`src/rtl/seq_word_scanner.sv`:
```
// seq_word_scanner: shifts W-bit words MSB-first through a non-overlapping PAT_LEN-bit detector, reporting match count and first-match index over valid/ready
module seq_word_scanner #(
  parameter int W = 8,
  parameter int PAT_LEN = 4,
  parameter int CNT_W = 4,
  parameter int IDX_W = 3,
  parameter logic [PAT_LEN-1:0] PAT_RST = 4'b1101
) (
  input  logic               clk,
  input  logic               reset,
  input  logic               cfg_we,
  input  logic [PAT_LEN-1:0] cfg_pattern,
  input  logic               cfg_carry,
  input  logic               in_valid,
  output logic               in_ready,
  input  logic [W-1:0]       in_data,
  output logic               out_valid,
  input  logic               out_ready,
  output logic [CNT_W-1:0]   out_count,
  output logic [IDX_W-1:0]   out_first,
  output logic               det_pulse,
  output logic [1:0]         state_out
);
  localparam int HC_W = $clog2(PAT_LEN);
  typedef enum logic [1:0] {IDLE = 2'b00, SHIFT = 2'b01, REPORT = 2'b10} state_t;
  state_t state, state_next;
  logic [W-1:0] word;
  logic [IDX_W-1:0] idx, first;
  logic [CNT_W-1:0] count;
  logic [PAT_LEN-2:0] hist;
  logic [HC_W-1:0] hist_cnt;
  logic [PAT_LEN-1:0] pattern, window;
  logic carry, match, idle, shifting, keep_hist;
  assign idle = state == IDLE;
  assign shifting = state == SHIFT;
  assign window = {hist, word[W-1]};
  assign match = hist_cnt == HC_W'(PAT_LEN - 1) && window == pattern;
  assign keep_hist = cfg_we ? cfg_carry : carry;
  assign in_ready = idle;
  assign out_valid = state == REPORT;
  assign out_count = count;
  assign out_first = first;
  assign state_out = state;
  always_comb begin
    state_next = idle ? (in_valid ? SHIFT : IDLE)
               : shifting ? (idx == IDX_W'(W - 1) ? REPORT : SHIFT)
               : state == REPORT ? (out_ready ? IDLE : REPORT)
               : IDLE;
  end
  always_ff @(posedge clk) begin
    if (reset) state <= IDLE;
    else state <= state_next;
  end
  always_ff @(posedge clk) begin
    if (reset) begin
      pattern <= PAT_RST;
      carry <= 1'b0;
      word <= '0;
      idx <= '0;
      count <= '0;
      first <= '0;
      hist <= '0;
      hist_cnt <= '0;
      det_pulse <= 1'b0;
    end else begin
      det_pulse <= shifting && match;
      if (idle) begin
        if (cfg_we) begin
          pattern <= cfg_pattern;
          carry <= cfg_carry;
        end
        if (in_valid) begin
          word <= in_data;
          idx <= '0;
          count <= '0;
          first <= '0;
          if (!keep_hist) begin
            hist <= '0;
            hist_cnt <= '0;
          end
        end
      end else if (shifting) begin
        word <= word << 1;
        idx <= idx + 1'b1;
        hist <= window[PAT_LEN-2:0];
        // a match restarts the fill count so the next match needs PAT_LEN fresh bits
        hist_cnt <= match ? '0 : hist_cnt == HC_W'(PAT_LEN - 1) ? hist_cnt : hist_cnt + 1'b1;
        if (match) begin
          count <= &count ? count : count + 1'b1;
          if (count == '0) first <= idx;
        end
      end
    end
  end
endmodule

```
`config.mk`:
```
export PLATFORM = sky130hd
export DESIGN_NAME = seq_word_scanner
export DESIGN_NICKNAME = d
export VERILOG_FILES = /design/src/rtl/seq_word_scanner.sv
export SDC_FILE = /design/constraint.sdc
export NUM_CORES = 1
export LEC_CHECK = 0
export ABC_AREA = 1
export CAP_MARGIN = 10
export CORE_ASPECT_RATIO = 0.9
export CORE_MARGIN = 3
export CORE_UTILIZATION = 50
export CTS_BUF_LIST = sky130_fd_sc_hd__clkbuf_4
export DETAILED_ROUTE_END_ITERATION = 8
export PLACE_DENSITY = 0.86
export SETUP_SLACK_MARGIN = 0.1
export SYNTH_ARGS = -nofsm -noshare
export SYNTH_HDL_FRONTEND = slang
export SYNTH_SLANG_ARGS = --single-unit
```
`constraint.sdc`:
```
create_clock -name clk -period 1.9 [get_ports clk]
set_clock_uncertainty 0.1 [all_clocks]
set_input_delay 0.285 -clock clk [delete_from_list [all_inputs] [get_ports clk]]
set_output_delay 0.285 -clock clk [all_outputs]
set_load 0.01 [all_outputs]
```
==> results.md <==
* Pre-CTS setup slack at 133 ps
* CTS tree: built
* CTS sink count at 31
* Initial Utilization at 53.1%
* WS Path Type: reg2out
* Drt first pass iters at 4
* Max transition margin at 80.7%
* Unrepaired setup endpoints after global routing: false
* Final min period at ~1700 ps
* Avg Synthesized Cell Area at 7.43 sq um
* HPWL reported at the end of detailed placement at 2210 um
* DRT antenna net count at 0
* F_max at 579 MHz
* Die H at 57.5 um
* Core Area at 2770 sq um
* Hold_buf cts at 0
* Std cell rows at 18
* Reg area at 623 sq um
* Crit-path slowest cell: clkdlybuf4s50_1
* Ranking of synthesized cells by area: dfxtp_1 42%, nand2_1 11%, nor2_1 6.4%
* Worst Setup End Kind: primary output
* Avg WL per Cell at roughly 11 um
* I/O Pins at 30
* Remaining global-route overflow at 0
* Final hold vios at 0
* Global routing's busiest layer: met2
* Filler cell count at around 230
* Net count, final at around 260
* Clk pin slew, worst setup/hold paths at 100 ps
* Max Buffers Root-to-Sink at 2
* Setup TNS at 0 ps
* Met3 Usage GRT at 7.28%
* Yosys top cell by area: dfxtp_1
* Post-synth design cell area at roughly 1500 sq um
* Syn_nets at between 200 and 250
* CP peak stage delay at 550 ps
* Vias per Instance at 5.01
* Final slew viol count at 0
* Synthesis-to-finish area growth at 27.2%
* Number of synthesized register bits at 31
* Fin util at between 60 and 70%
* Reg2reg setup slack at 270 ps
* Worst flop-to-flop path startpoint: state_out[0]$_SDFF_PP0_
* First-pass GRT wire length at 5200 um
* # diodes at 0
* Violation count after the first detailed-route iteration at 62
* CP startpoint kind: flip-flop
* Seq/Total Area, Yosys at between 40% and 50%
* GPL Wtd Cong at 0.796
* PnR worst setup slack at 172 ps
* GRT Util Overall at 18.6%
* Slew @ Worst Pin at 288 ps
* Global routing usage on met2 at 26.5%
* Share of the synthesized area in the top cell type at 42.2%
* Die W at about 63 um
* Initial antenna violation count at 0
* Req. time, crit path at approximately 1500 ps
* Clk Latency, worst-skew pair at 330 ps
* Vias at approximately 1400
* CP Launch Point: state_out[0]$_SDFF_PP0_
* Area of the die at 3630 sq um
* Vias in the first global route at 1184
* Worst Reg-to-Reg Cells at 8
* Largest fanout on the critical path at 2
* Setup crit end: in_ready
* Critical path, cell by cell: nor2_4, clkdlybuf4s50_1
* Count of cell types in the netlist at 30
* YS warnings at 0
* Leakage power total at 0.829 nW
* Clk root buf: clkbuf_4
* H-tree depth at 2
* Final cycle utilization of the critical path at 90.9%
* CTS Buf Count at 5
* Area of the multi-input gates at roughly 720 sq um
* Drc violations at 0
* Critical Path AT at about 1300 ps
* Status: completed
* Max-cap violations at 0
* Layout cell share with drive strength beyond 1 at 10.3%
* PortBufs at 29
* Largest net degree at the start of global routing at 20
* Worst hold path class: reg2reg
* Met1 layer usage reported by global route at 24.8%
* Drt total wl at 3100 um
* R2r endpoint: hist[1]$_SDFFE_PP0P_
* Syn Inst Count at 198
* Final number of setup-violating endpoints at 0
* Worst vdd ir at 0.000516 V
* Power Density at 731 nW/um^2
[synthesized netlist by cell type, drive strengths merged]
| cell type | instances |
|---|---|
| nand2 | 42 |
| a21oi | 19 |
| dfxtp | 31 |
| o211ai | 2 |
| ha | 5 |
| clkbuf | 3 |
| a22oi | 2 |
| inv | 24 |
| nand4 | 2 |
| o21ai | 13 |
| o21a | 1 |
| or2 | 1 |
| a211oi | 1 |
| nor3 | 1 |
| xnor2 | 1 |
| nand3 | 10 |
| nor2 | 27 |
| o22ai | 7 |
| nor4 | 1 |
| buf | 4 |
| o32ai | 1 |
[layout by cell type, fill, tap and decap left out, drive strengths merged]
cell	synthesis	layout
clkinv	0	2
a22oi	2	2
nor4	1	1
nand3	10	10
dlymetal6s2s	0	1
o22ai	7	7
o211ai	2	2
or2	1	1
ha	5	5
o32ai	1	1
dlygate4sd2	0	1
buf	4	6
nand4	2	2
o21ai	13	13
xnor2	1	1
clkbuf	3	6
clkdlybuf4s50	0	27
a211oi	1	1
dfxtp	31	31
inv	24	24
o21a	1	1
a21oi	19	19
nand2	42	42
nor2	27	27
nor3	1	1
[routing by layer]
layer,vias up,share of wire [%]
met5,-,0
li1,723,-
met3,5,6.6
met4,0,1.5
met2,45,45
met1,601,47
[flip-flops by register name (all words and copies together) (netlist names)]
name       cells
out_count      4
word           8
hist_cnt       2
det_pulse      1
out_first      3
carry          1
hist           3
state_out      2
idx            3
pattern        4
[layout make-up]
type / instances / area share [%]
clock buffers: 6 / 2.41
clock inverters: 2 / 0.401
inverters: 24 / 4.81
multi-input cells: 136 / 38.4
flip-flops and latches: 31 / 33.3
well taps: 40 / 2.67
repair buffers: 35 / 18.0
[worst min path at each step]
stage | cells past startpoint | end | start
2_1_floorplan | 2 | pattern[2]$_SDFFE_PP1P_ | cfg_pattern[2]
6_report | 2 | carry$_SDFFE_PP0P_ | carry$_SDFFE_PP0P_
4_1_cts | 2 | word[0]$_SDFFE_PP0P_ | word[0]$_SDFFE_PP0P_
3_3_place_gp | 2 | word[0]$_SDFFE_PP0P_ | word[0]$_SDFFE_PP0P_
3_5_place_dp | 2 | word[0]$_SDFFE_PP0P_ | word[0]$_SDFFE_PP0P_
5_1_grt | 2 | carry$_SDFFE_PP0P_ | carry$_SDFFE_PP0P_
[kinds of logic (layout without fill, tap and decap cells)]
logic type      Yosys count  count (layout)  share of synthesized area, %
compound gates           46              46                          19.3
xor+xnor                  1               1                         0.595
fa+ha+maj                 5               5                          4.25
buf+inv                  31              67                          8.93
flops                    31              31                          42.2
simple gates             84              84                          24.7
[critical path: cells and delay by family, from the launching register on]
family	cells	cell delay, ps
buffers and inverters	1	550
flip-flops	1	340
AND/OR/NAND/NOR	1	120
[timing repair]
item | in CTS | in global routing
setup endpoints to repair | 3 | 1
setup buffers | 1 | 0
gates cloned | 0 | 0
resized for setup | 3 | 1
pin swaps | 1 | 0
[where the power goes]
part	switching, mW	internal [mW]	total [mW]
clock network	0.208	0.151	0.359
logic	0.148	0.134	0.282
registers	0.0300	0.697	0.727
total	0.386	0.982	1.37
[through the flow]
step           power (mW)  std cells  area, sq um  hold WS (ps)
2_1_floorplan       0.914        198         1470           311
3_3_place_gp         1.01        265         1810           354
3_5_place_dp         1.02        265         1810           358
4_1_cts              1.38        274         1870           370
5_1_grt              1.46        274         1870           403
6_report             1.37        274         1870           369
No activity file was read; power rests on OpenSTA's default activity.
